**src/rtl/seq_pkg.sv**
```systemverilog
// Shared constants and elaboration-time helpers for the serial pattern detector.
// The next-state function builds the failure-function transition table.
package seq_pkg;

    localparam int unsigned MAX_PAT_LEN = 16;

    function automatic int unsigned state_width(input int unsigned len);
        return $clog2(len + 1);
    endfunction

    // Largest k <= len such that the first k pattern bits are a suffix of
    // (first e pattern bits, then x). Pattern bit len-1 is the first bit.
    function automatic int unsigned next_state(input logic [MAX_PAT_LEN-1:0] pattern,
                                               input int unsigned len,
                                               input int unsigned s,
                                               input logic x,
                                               input logic overlap);
        int unsigned e;
        logic [MAX_PAT_LEN:0] seq;
        logic ok;
        if (s > len) begin
            return 0;
        end
        e = (s == len && !overlap) ? 0 : s;
        seq = '0;
        for (int i = 0; i < MAX_PAT_LEN; i++) begin
            if (i < int'(e)) begin
                seq[i] = pattern[len-1-i];
            end
        end
        seq[e] = x;
        for (int k = MAX_PAT_LEN; k >= 1; k--) begin
            if (k <= int'(len) && k <= int'(e) + 1) begin
                ok = 1'b1;
                for (int i = 0; i < MAX_PAT_LEN; i++) begin
                    if (i < k && pattern[len-1-i] != seq[int'(e)+1-k+i]) begin
                        ok = 1'b0;
                    end
                end
                if (ok) begin
                    return k;
                end
            end
        end
        return 0;
    endfunction

endpackage

```
**src/rtl/jk_reg.sv**
```systemverilog
// W-bit register of JK flip-flops with asynchronous active-low reset to zero.
module jk_reg #(
    parameter int unsigned W = 4
) (
    input  logic         clk,
    input  logic         rst_n,
    input  logic [W-1:0] j,
    input  logic [W-1:0] k,
    output logic [W-1:0] q
);

    logic [W-1:0] q_q;
    logic [W-1:0] q_d;

    always_comb begin
        q_d = (j & ~q_q) | (~k & q_q);
    end

    always_ff @(posedge clk or negedge rst_n) begin
        if (!rst_n) begin
            q_q <= '0;
        end else begin
            q_q <= q_d;
        end
    end

    assign q = q_q;

endmodule

```
**src/rtl/seq_detect_jk.sv**
```systemverilog
// Parametrised serial pattern detector: table-driven next state, JK state register,
// Mealy or Moore match flag and a saturating match counter.
module seq_detect_jk
    import seq_pkg::*;
#(
    parameter int unsigned        PAT_LEN = 4,
    parameter logic [PAT_LEN-1:0] PATTERN = 4'b1011,
    parameter int unsigned        MOORE   = 0,
    parameter int unsigned        OVERLAP = 1,
    parameter int unsigned        CNT_W   = 8,
    localparam int unsigned       SW      = state_width(PAT_LEN)
) (
    input  logic             clk,
    input  logic             rst,
    input  logic             en,
    input  logic             clr,
    input  logic             x,
    output logic             y,
    output logic [SW-1:0]    state,
    output logic [CNT_W-1:0] match_cnt
);

    localparam logic [SW-1:0]    FULL    = SW'(PAT_LEN);
    localparam logic [CNT_W-1:0] CNT_MAX = '1;

    logic [SW-1:0]    ns_tbl [2**SW][2];
    logic [SW-1:0]    state_q;
    logic [SW-1:0]    ns_raw;
    logic [SW-1:0]    nxt;
    logic [SW-1:0]    jx;
    logic [SW-1:0]    kx;
    logic             match;
    logic [CNT_W-1:0] cnt_q;
    logic [CNT_W-1:0] cnt_d;

    // Transition table resolved at elaboration; illegal encodings map to 0.
    for (genvar gs = 0; gs < 2**SW; gs++) begin : g_state
        for (genvar gx = 0; gx < 2; gx++) begin : g_bit
            localparam int unsigned NS = next_state(MAX_PAT_LEN'(PATTERN), PAT_LEN, gs,
                                                    1'(gx), OVERLAP != 0);
            assign ns_tbl[gs][gx] = SW'(NS);
        end
    end

    always_comb begin
        ns_raw = ns_tbl[state_q][x];
        nxt    = state_q;
        if (clr) begin
            nxt = '0;
        end else if (en) begin
            nxt = ns_raw;
        end
        // Holding (en=0) makes nxt equal q, so J=K=0 falls out of the excitation.
        jx    = nxt & ~state_q;
        kx    = ~nxt & state_q;
        match = en & ~clr & (ns_raw == FULL);
        cnt_d = cnt_q;
        if (clr) begin
            cnt_d = '0;
        end else if (match && cnt_q != CNT_MAX) begin
            cnt_d = cnt_q + 1'b1;
        end
    end

    jk_reg #(
        .W (SW)
    ) u_state_reg (
        .clk   (clk),
        .rst_n (rst),
        .j     (jx),
        .k     (kx),
        .q     (state_q)
    );

    always_ff @(posedge clk or negedge rst) begin
        if (!rst) begin
            cnt_q <= '0;
        end else begin
            cnt_q <= cnt_d;
        end
    end

    always_comb begin
        if (MOORE != 0) begin
            y = (state_q == FULL);
        end else begin
            y = rst & match;
        end
    end

    assign state     = state_q;
    assign match_cnt = cnt_q;

endmodule

```
**config.mk**
```make
export PLATFORM = sky130hd
export DESIGN_NAME = seq_detect_jk
export DESIGN_NICKNAME = d
export VERILOG_FILES = /design/src/rtl/seq_pkg.sv /design/src/rtl/jk_reg.sv /design/src/rtl/seq_detect_jk.sv
export SDC_FILE = /design/constraint.sdc
export NUM_CORES = 1
export LEC_CHECK = 0
export CORE_AREA = 2 2 42 44
export CTS_CLUSTER_SIZE = 30
export DETAILED_ROUTE_END_ITERATION = 7
export DIE_AREA = 0 0 44 46
export GPL_TIMING_DRIVEN = 0
export PLACE_DENSITY = 0.72
export SYNTH_ARGS = -nofsm -noshare
export SYNTH_HDL_FRONTEND = slang
export SYNTH_SLANG_ARGS = --single-unit
```
**constraint.sdc**
```tcl
create_clock -name clk -period 1.6 [get_ports clk]
set_input_delay 0.32 -clock clk [delete_from_list [all_inputs] [get_ports clk]]
set_output_delay 0.32 -clock clk [all_outputs]
set_load 0.005 [all_outputs]
```
# Word level (Yosys, flattened, before mapping)
# Memories as Yosys holds them, arrays and structs flattened.
# Cells that the tools add are included.
[word_totals]
regBits = 11
in_bits = 5
output_inout_bits = 12
romBits = 48
memories = 1
wordCells = 33
[memory_table]
columns = ["name", "depth", "width", "read_ports", "rd_clocked_by_memory_dff", "wr", "line", "source"]
rows = [
  ["(name not given)", 8, 6, 1, 0, 0, "seq_detect_jk.sv:46", "ns_raw = ns_tbl[state_q][x];"],
]
[op_classes]
mux = 9
reduce_logical = 2
eq_ne = 2
order_cmp = 2
n_bitwise = 14
n_addsub = 1
[op_table]
columns = ["op", "n"]
rows = [
  ["8-bit 2-to-1 mux", 2],
  ["3-bit 2-to-1 mux", 5],
  ["3-bit bitwise AND", 4],
  ["6-bit 2-to-1 mux", 2],
  ["3-bit inverter", 3],
  ["8-bit by 1-bit adder with 8-bit output (second input constant)", 1],
  ["8-bit != test (second input constant)", 1],
  ["4-bit greater-or-equal comparator (second input constant)", 1],
  ["3-bit inverter with 4-bit output", 1],
  ["1-bit bitwise AND", 3],
  ["3-bit == test (second input constant)", 1],
  ["3-bit bitwise OR", 1],
  ["2-bit greater-or-equal comparator (second input constant)", 1],
  ["1-bit inverter with 2-bit output", 1],
  ["2-bit nonzero test", 1],
  ["1-bit logical AND", 1],
  ["1-bit inverter", 1],
]

# Longest topological paths before layout
# Gate-level depths: netlist of the first run.
[depth]
word_depth = 14
ltp_mapped = 5
depth_no_buf = 5

# Cells and area by module
# Synthesis of the first run repeated with hierarchy kept, for this count alone.
[hier_totals]
cells_unflattened = 68
hier_area_um2 = 689.4
[by_module_without_submodules]
columns = ["mod", "cells_each", "n_inst", "seq_area_each_um2", "area_each_um2"]
rows = [
  ["seq_detect_jk", 59, 1, 200.2, 573.0],
  ["jk_reg", 9, 1, 75.1, 116.4],
]

# Worst setup path after synthesis of the first run
# Ideal clock, no wire load.
[synth_timing]
path_kind = "reg2reg"
startpoint = "register u_state_reg.q_q[2] (netlist: u_state_reg.q[2])"
endpoint = "register cnt_q[5] (netlist: match_cnt[5])"
period_less_slack_ns = 1.434
stages_incl_launch_ff = 5
required_ns = 1.472
setup_slack_ns = 0.166
setup_ns = 0.128
path_buffers = 0
arrival_ns = 1.306
path_cell_list = "dfrtp_1 -> nand3b_4 -> nor3_4 -> o2111ai_1 -> mux2_1"
[synth_between]
elab_chain_cells = 11
[synth_rtl]
columns = ["element", "line", "source"]
rows = [
  ["start, declared", "jk_reg.sv:12", "logic [W-1:0] q_q;"],
  ["start signal, assigned", "jk_reg.sv:23", "q_q <= q_d;"],
  ["3-bit inverter with 4-bit output (implied by the code)", "seq_detect_jk.sv:46", ""],
  ["memory 8 x 6 bit", "--", ""],
  ["6-bit 2-to-1 mux (implied by the code) (2 in series)", "seq_detect_jk.sv:46", ""],
  ["3-bit 2-to-1 mux (implied by the code) (3 in series)", "seq_detect_jk.sv:46", ""],
  ["3-bit == test", "seq_detect_jk.sv:56", "match = en & ~clr & (ns_raw == FULL);"],
  ["1-bit bitwise AND", "seq_detect_jk.sv:56", ""],
  ["1-bit logical AND", "seq_detect_jk.sv:60", "end else if (match && cnt_q != CNT_MAX) begin"],
  ["2-bit nonzero test (no source line)", "--", ""],
  ["end signal, assigned", "seq_detect_jk.sv:79", "cnt_q <= cnt_d;"],
  ["end, declared", "seq_detect_jk.sv:33", "logic [CNT_W-1:0] cnt_q;"],
]
# No other way between the ends. The select of a mux whose other input is x is not followed.
# A chain may end at the register's enable or synchronous reset.

# Final worst setup path of the first run
[layout_timing]
startpoint = "register cnt_q[5] (netlist: match_cnt[5])"
endpoint = "output match_cnt[5]"
[layout_lines]
columns = ["element", "line", "source"]
rows = [
  ["end, declared", "seq_detect_jk.sv:20", "output logic [CNT_W-1:0] match_cnt"],
]
# No word-level cell between the ends.

==> results of run 1 <==
==> power by group <==
group,internal [uW],switching (uW)
Clock,96.9,99.8
Sequential,281,4.83
Combinational,20.3,24.6
==> cells in the final DEF (no fill, tap or decap), drive strengths merged, types with 2 or more instances in the layout <==
cell type,Yosys,routed
dfrtp,11,11
clkdlybuf4s50,0,10
nor2,9,9
buf,0,8
clkbuf,1,5
nand2,4,4
dlygate4sd2,0,4
a21oi,3,3
nand2b,3,3
nand3,3,3
mux2i,3,3
nor3,3,3
o21ai,3,3
nand3b,2,2
nor2b,2,2
mux2,2,2
nor4,2,2
a2111oi,2,2
==> Yosys cell counts <==
library cell / number
inv_1: 1
nand3_1: 3
nand3b_4: 2
o21ai_0: 2
dfrtp_1: 11
and2b_1: 1
ha_1: 1
nand4_1: 1
nor2_1: 8
and4_4: 1
o2111ai_1: 1
a211oi_1: 1
a21o_1: 1
nand2b_1: 3
mux2i_1: 3
a311oi_1: 1
mux2_1: 2
o21ai_1: 1
a2111oi_0: 1
and2_1: 1
nor2b_1: 2
nand2_1: 4
a21oi_1: 3
a2111oi_2: 1
nand4bb_1: 1
clkbuf_1: 1
nor3_4: 1
nor4_2: 2
xnor2_1: 1
nor2_2: 1
nor4bb_1: 1
nor3_1: 2
==> state kept, by name, indices dropped and copies added (netlist names) <==
name           count
u_state_reg.q      3
match_cnt          8
==> worst max path at each step <==
stage | startpoint | to | slack, ns | cells past startpoint
global placement | en | y | -0.66 | 5
floorplan | u_state_reg.q[2] | match_cnt[5] | 0.17 | 4
CTS | u_state_reg.q[2] | y | -0.007 | 4
finish | match_cnt[5] | match_cnt[5] | 0.04 | 1
global route | u_state_reg.q[0] | state[0] | 0.002 | 1
detailed placement | en | y | -0.67 | 5
==> routing by layer <==
metal	routed length, microns	vias up
met4	46	0
met5	0	-
met3	70	5
met1	664	290
li1	-	301
met2	751	18
==> cell type report <==
cell class              count  share of cell area (%)
well taps                  17                    2.22
flip-flops and latches     11                    29.5
plain buffers               1                   0.392
inverters                   1                   0.392
clock buffers               4                    2.75
multi-input cells          53                    43.0
repair buffers             23                    21.7
==> through the flow <==
| stage | power, uW | utilization (%) | setup TNS (ns) | hold WS, ns |
|---|---|---|---|---|
| floorplan | 307 | - | 0 | 0.0244 |
| global placement | 336 | 53.6 | -2.32 | 0.525 |
| detailed placement | 337 | 53.6 | -2.51 | 0.535 |
| CTS | 532 | 57.6 | -0.00733 | 0.0133 |
| global route | 547 | 59.3 | 0 | 0.0295 |
| finish | 527 | 59.3 | 0 | 0.00655 |
==> cells by family after synthesis <==
group / after synthesis / share of synthesized area [%]
AOI/OAI and AO/OA: 12 / 12.6
buffers and inverters: 2 / 1.10
adders and majority gates: 1 / 1.83
and+or+nand+nor: 34 / 35.3
DFF: 11 / 40.2
muxes: 5 / 7.68
xor gates and xnor gates: 1 / 1.28
==> what timing repair did <==
item,CTS,global route
setup endpoints to repair,6,8
pin swaps,1,2
resized for setup,15,6
buffers inserted,4,3
endpoints found under the hold margin,0,0
==> summary.md, run 1 <==
| Metric | Value |
|---|---|
| Seq/Total Area, Yosys | between 40% and 50% |
| Number of distinct library cells after synthesis | 32 |
| Skew final | slightly above 0.003 ns |
| FP Rows | 15 |
| R2R Setup Slk | about 0.10 ns |
| Place WS | -0.673 ns |
| LEAKAGE | 0.000423 uW |
| Global route hottest layer | met2 |
| Ratio of cells with drive above 1 in the final layout | between 30% and 40% |
| Detailed Routing Iterations Pass 1 | 4 |
| Core footprint | 1610 sq um |
| Placed insts | 99 |
| Cts bufs inserted | 3 |
| Final hold vios | 0 |
| CP max-delay cell | clkdlybuf4s50_1 |
| Synth Register Bits | 11 |
| Cell Count, Final, Fillers Out | 110 |
| YS warnings | 0 |
| RR Endpoint | match_cnt[5] |
| Number of setup violations in the final report | 0 |
| Cts hold-fix bufs | 0 |
| Area growth from synthesis to layout | 39.9% |
| Met1 Use GR | between 20 and 25% |
| Post-synthesis net count | about 70 |
| CP bufs+invs | 1 |
| Initial DRC Count | 8 |
| Crit path cell chain | clkdlybuf4s50_1 |
| Fmax | ~640 MHz |
| Critical Path End Type | output pin |
| Final worst slack | roughly 0.037 ns |
| Max cap viols | 0 |
| CTS tree | yes |
| Vias in the first global route | roughly 570 |
| Via Count | roughly 610 |
| Final period util | a little over nine tenths |
| Routed length per placed instance | about 14 microns |
| First-pass GRT wire length | around 2500 microns |
| Crit Path Class | register to output pin |
| Die height | roughly 46 microns |
| Cells on worst reg2reg path | 5 |
| Clock transition at path regs | roughly 0.070 ns |
| Drt drc | 0 |
| Worst slew margin relative to its limit | between 70 and 80% |
| Synthesized area | around 680 sq um |
| Pwr dens | 551 nW/um^2 |
| Worst-Skew Late Latency | around 0.28 ns |
| Placed inst area | roughly 870 sq um |
| Grt total ovfl | 0 |
| Die width | ~44 microns |
| Clock buffer depth | 2 |
| RSZ-0062 raised after global routing | false |
| DR vias/cell | about 5.6 |
| Post-layout min period | about 1.6 ns |
| GRT Overall Usage | ~17% |
| Status | finished, final reports clean |
| ANT cells | 0 |
| CP max stage delay | roughly 0.53 ns |
| Reg-to-reg critical path startpoint | u_state_reg.q[2] |
| Mean area per synthesized cell | roughly 10 sq um |
| Net count, final | 100 |
| Clock Tree Root | clkbuf_4 |
| Register area | 283 sq um |
| Max rail drop VDD | 308 uV |
| Layout fillers | 160 |
| Final antenna-violating net count | 0 |
| Routability cong. | 0.864 |
| Final Max Tran Viols | 0 |
| Slew @ Worst Pin | approximately 0.44 ns |
| CP Data Arrival Time | 1.24 ns |
| Final Cell Area | roughly 960 sq um |
| Die footprint | around 2000 sq um |
| H-tree lvl count | 1 |
| Post-synthesis cell count | 66 |
| IO Count | 17 |
| Clk sink count | 11 |
| Initial antenna violation count | 0 |
| Buffers on Ports | 16 |
| Post-synth top area share | ~40% |
| Hold Crit Class | input port to asynchronous set/reset pin |
| Startpoint types | register |
| Initial core utilization | 42.4% |
| Largest cells by area after synthesis | dfrtp_1 40%, nand3b_4 5.9%, mux2i_1 4.4% |
| Final WL | 1530 microns |
| Crit path max fanout | 6 |
| GR Util met3 | under 10% |
| Largest net degree at the start of global routing | 13 |
| Yosys top cell by area | dfrtp_1 |
| CP delay by family, top | buffers and inverters |
| Post-detail-place hpwl | about 1000 microns |
| Met2 GRT Util | a little over a quarter |
| Area occupied by multi-input gates | around 400 sq um |
| CP required | around 1.3 ns |
Note: power is estimated with default switching activity, not from simulation.
==> inputs of run 2 (changes only) <==
--- a/config.mk
+++ b/config.mk
@@ -5,12 +5,15 @@
 export SDC_FILE = /design/constraint.sdc
 export NUM_CORES = 1
 export LEC_CHECK = 0
+export CAP_MARGIN = 10
 export CORE_AREA = 2 2 42 44
+export CTS_BUF_LIST = sky130_fd_sc_hd__clkbuf_16
 export CTS_CLUSTER_SIZE = 30
 export DETAILED_ROUTE_END_ITERATION = 7
 export DIE_AREA = 0 0 44 46
 export GPL_TIMING_DRIVEN = 0
 export PLACE_DENSITY = 0.72
+export RECOVER_POWER = 50
 export SYNTH_ARGS = -nofsm -noshare
 export SYNTH_HDL_FRONTEND = slang
 export SYNTH_SLANG_ARGS = --single-unit
==> summary.md, run 2 (synthesized netlist as in run 1, its figures left out) <==
| Metric | Value |
|---|---|
| CP required | 1.28 ns (about the same) |
| Initial antenna violation count | 0 (unchanged) |
| LEAKAGE | 0.000438 uW (+3.4%) |
| Slew @ Worst Pin | 0.433 ns (-0.00301 ns) |
| Post-layout min period | 1.58 ns (+0.0143 ns) |
| Crit Path Class | input port to output pin |
| Critical Path End Type | output pin |
| First-pass GRT wire length | 2650 microns (+6.9%) |
| DR vias/cell | 5.51 (-1.3%) |
| Clk sink count | 11 (unchanged) |
| Hold Crit Class | input port to asynchronous set/reset pin |
| Final period util | 98.6% (+0.90 points) |
| R2R Setup Slk | 0.07 ns (-0.03 ns) |
| Cts bufs inserted | 3 (unchanged) |
| ANT cells | 0 (unchanged) |
| Die width | 44 microns (unchanged) |
| Placed inst area | 866 sq um (unchanged) |
| Final Max Tran Viols | 0 (unchanged) |
| CP Data Arrival Time | 1.26 ns (+0.02 ns) |
| Grt total ovfl | 0 (unchanged) |
| Final antenna-violating net count | 0 (unchanged) |
| Net count, final | 98 (-2.0%) |
| IO Count | 17 (unchanged) |
| Crit path max fanout | 4 (-2) |
| Initial DRC Count | 6 (-2) |
| Startpoint types | input port |
| RSZ-0062 raised after global routing | true |
| RR Endpoint | match_cnt[7] |
| FP Rows | 15 (unchanged) |
| Pwr dens | 778 nW/um^2 (+41%) |
| Clock Tree Root | clkbuf_16 |
| Largest net degree at the start of global routing | 13 (unchanged) |
| GRT Overall Usage | 18.4% (+1.4 points) |
| Post-detail-place hpwl | 1040 microns (unchanged) |
| Initial core utilization | 42.4% (unchanged) |
| Place WS | -0.673 ns (unchanged) |
| Die footprint | 2020 sq um (unchanged) |
| Vias in the first global route | 595 (+5.3%) |
| Via Count | 595 (-3.1%) |
| Max cap viols | 0 (unchanged) |
| Commonest non-fill, non-tap cell in the layout | clkdlybuf4s50_1 |
| Cts hold-fix bufs | 0 (unchanged) |
| Reg-to-reg critical path startpoint | u_state_reg.q[2] |
| Clock transition at path regs | 0.04 ns (-0.03 ns) |
| Final Cell Area | 996 sq um (+4.1%) |
| Number of setup violations in the final report | 0 (unchanged) |
| Cells on worst reg2reg path | 5 (unchanged) |
| Most frequent cells in the layout | 11 x clkdlybuf4s50_1, 8 x nor2_1, 7 x dfrtp_1 |
| Final worst slack | 0.0225 ns (-0.0143 ns) |
| Max FFs per register | 8 (unchanged) |
| Skew final | 0.00186 ns (-0.00121 ns) |
| Area growth from synthesis to layout | 45.5% |
| Routed length per placed instance | 15.0 microns (+7.6%) |
| Buffers on Ports | 16 (unchanged) |
| Worst slew margin relative to its limit | 71.1% (+0.20 points) |
| Die height | 46 microns (unchanged) |
| Final hold vios | 0 (unchanged) |
| Clock buffer depth | 2 (unchanged) |
| Drt drc | 0 (unchanged) |
| Status | finished, final reports clean |
| Fmax | 634 MHz (-0.91%) |
| H-tree lvl count | 1 (unchanged) |
| Ratio of cells with drive above 1 in the final layout | 25.3% (-4.8 points) |
| Max rail drop VDD | 598 uV (+94%) |
| Hold WS | 0.0580 ns (+0.0515 ns) |
| Routability cong. | 0.864 (unchanged) |
| Detailed Routing Iterations Pass 1 | 4 (unchanged) |
| Core footprint | 1610 sq um (unchanged) |
| Final WL | 1620 microns (+5.6%) |
| CTS tree | yes |
| Worst-Skew Late Latency | 0.23 ns (-0.05 ns) |
==> run 2: cell count changes in the layout (fill, tap and decap cells not counted), moves of 2 or more <==
cell / change
clkbuf_16: +3
clkbuf_4: -3
dfrtp_1: +2
dfrtp_2: -2
==> run 2: routing by layer <==
| layer | GRT usage, % | up-vias | wire [microns] |
|---|---|---|---|
| li1 | - | 295 | - |
| met1 | 22.3 | 282 | 663 |
| met3 | 3.97 | 4 | 81 |
| met5 | 0 | - | 0 |
| met4 | 9.09 | 0 | 30 |
| met2 | 30.9 | 14 | 843 |
==> run 2: worst max path at each step <==
stage,startpoint,depth (start not counted),slack [ns],endpoint
2_1_floorplan,u_state_reg.q[2],4,0.17,match_cnt[5]
3_3_place_gp,en,5,-0.66,y
3_5_place_dp,en,5,-0.67,y
4_1_cts,u_state_reg.q[2],4,0.02,y
5_1_grt,clr,5,-0.06,y
6_report,clr,5,0.02,y
==> run 2: cell type report <==
| type | instances | area, sq um |
|---|---|---|
| Buffer | 1 | 3.75 |
| Clock inverter | 1 | 3.75 |
| Inverter | 1 | 3.75 |
| Fill cell | 144 | 618 |
| Clock buffer | 3 | 75.1 |
| Tap cell | 17 | 21.3 |
| Sequential cell | 11 | 280 |
| Timing Repair Buffer | 21 | 195 |
| Multi-Input combinational cell | 53 | 413 |
==> run 2: where the power goes <==
group	internal (uW)	total [uW]	switching, uW
Combinational	20.2	44.9	24.7
Clock	327	443	116
Sequential	282	287	4.76
==> run 2: metrics by stage <==
step / instances / util (%) / setup TNS (ns) / power [uW]
floorplan: 66 / - / 0 / 307
global placement: 99 / 53.6 / -2.32 / 336
detailed placement: 99 / 53.6 / -2.51 / 337
CTS: 107 / 60.8 / 0 / 784
global route: 108 / 61.7 / -0.0568 / 797
finish: 108 / 61.7 / 0 / 775
==> run 2: worst max-delay path, cell delays in order <==
cell and delay, ns:
dlygate4sd2_1 0.27, nand3b_4 0.18, nor2_4 0.13, and2_1 0.13
dlygate4sd2_1 0.23
==> run 2: timing repair <==
action / 4_1_cts / 5_1_grt
endpoints found under the setup margin: 6 / 5
gates resized for setup: 12 / 3
buffers inserted: 4 / 1
hold endpoints to repair: 0 / 0
pin swaps: 2 / 1
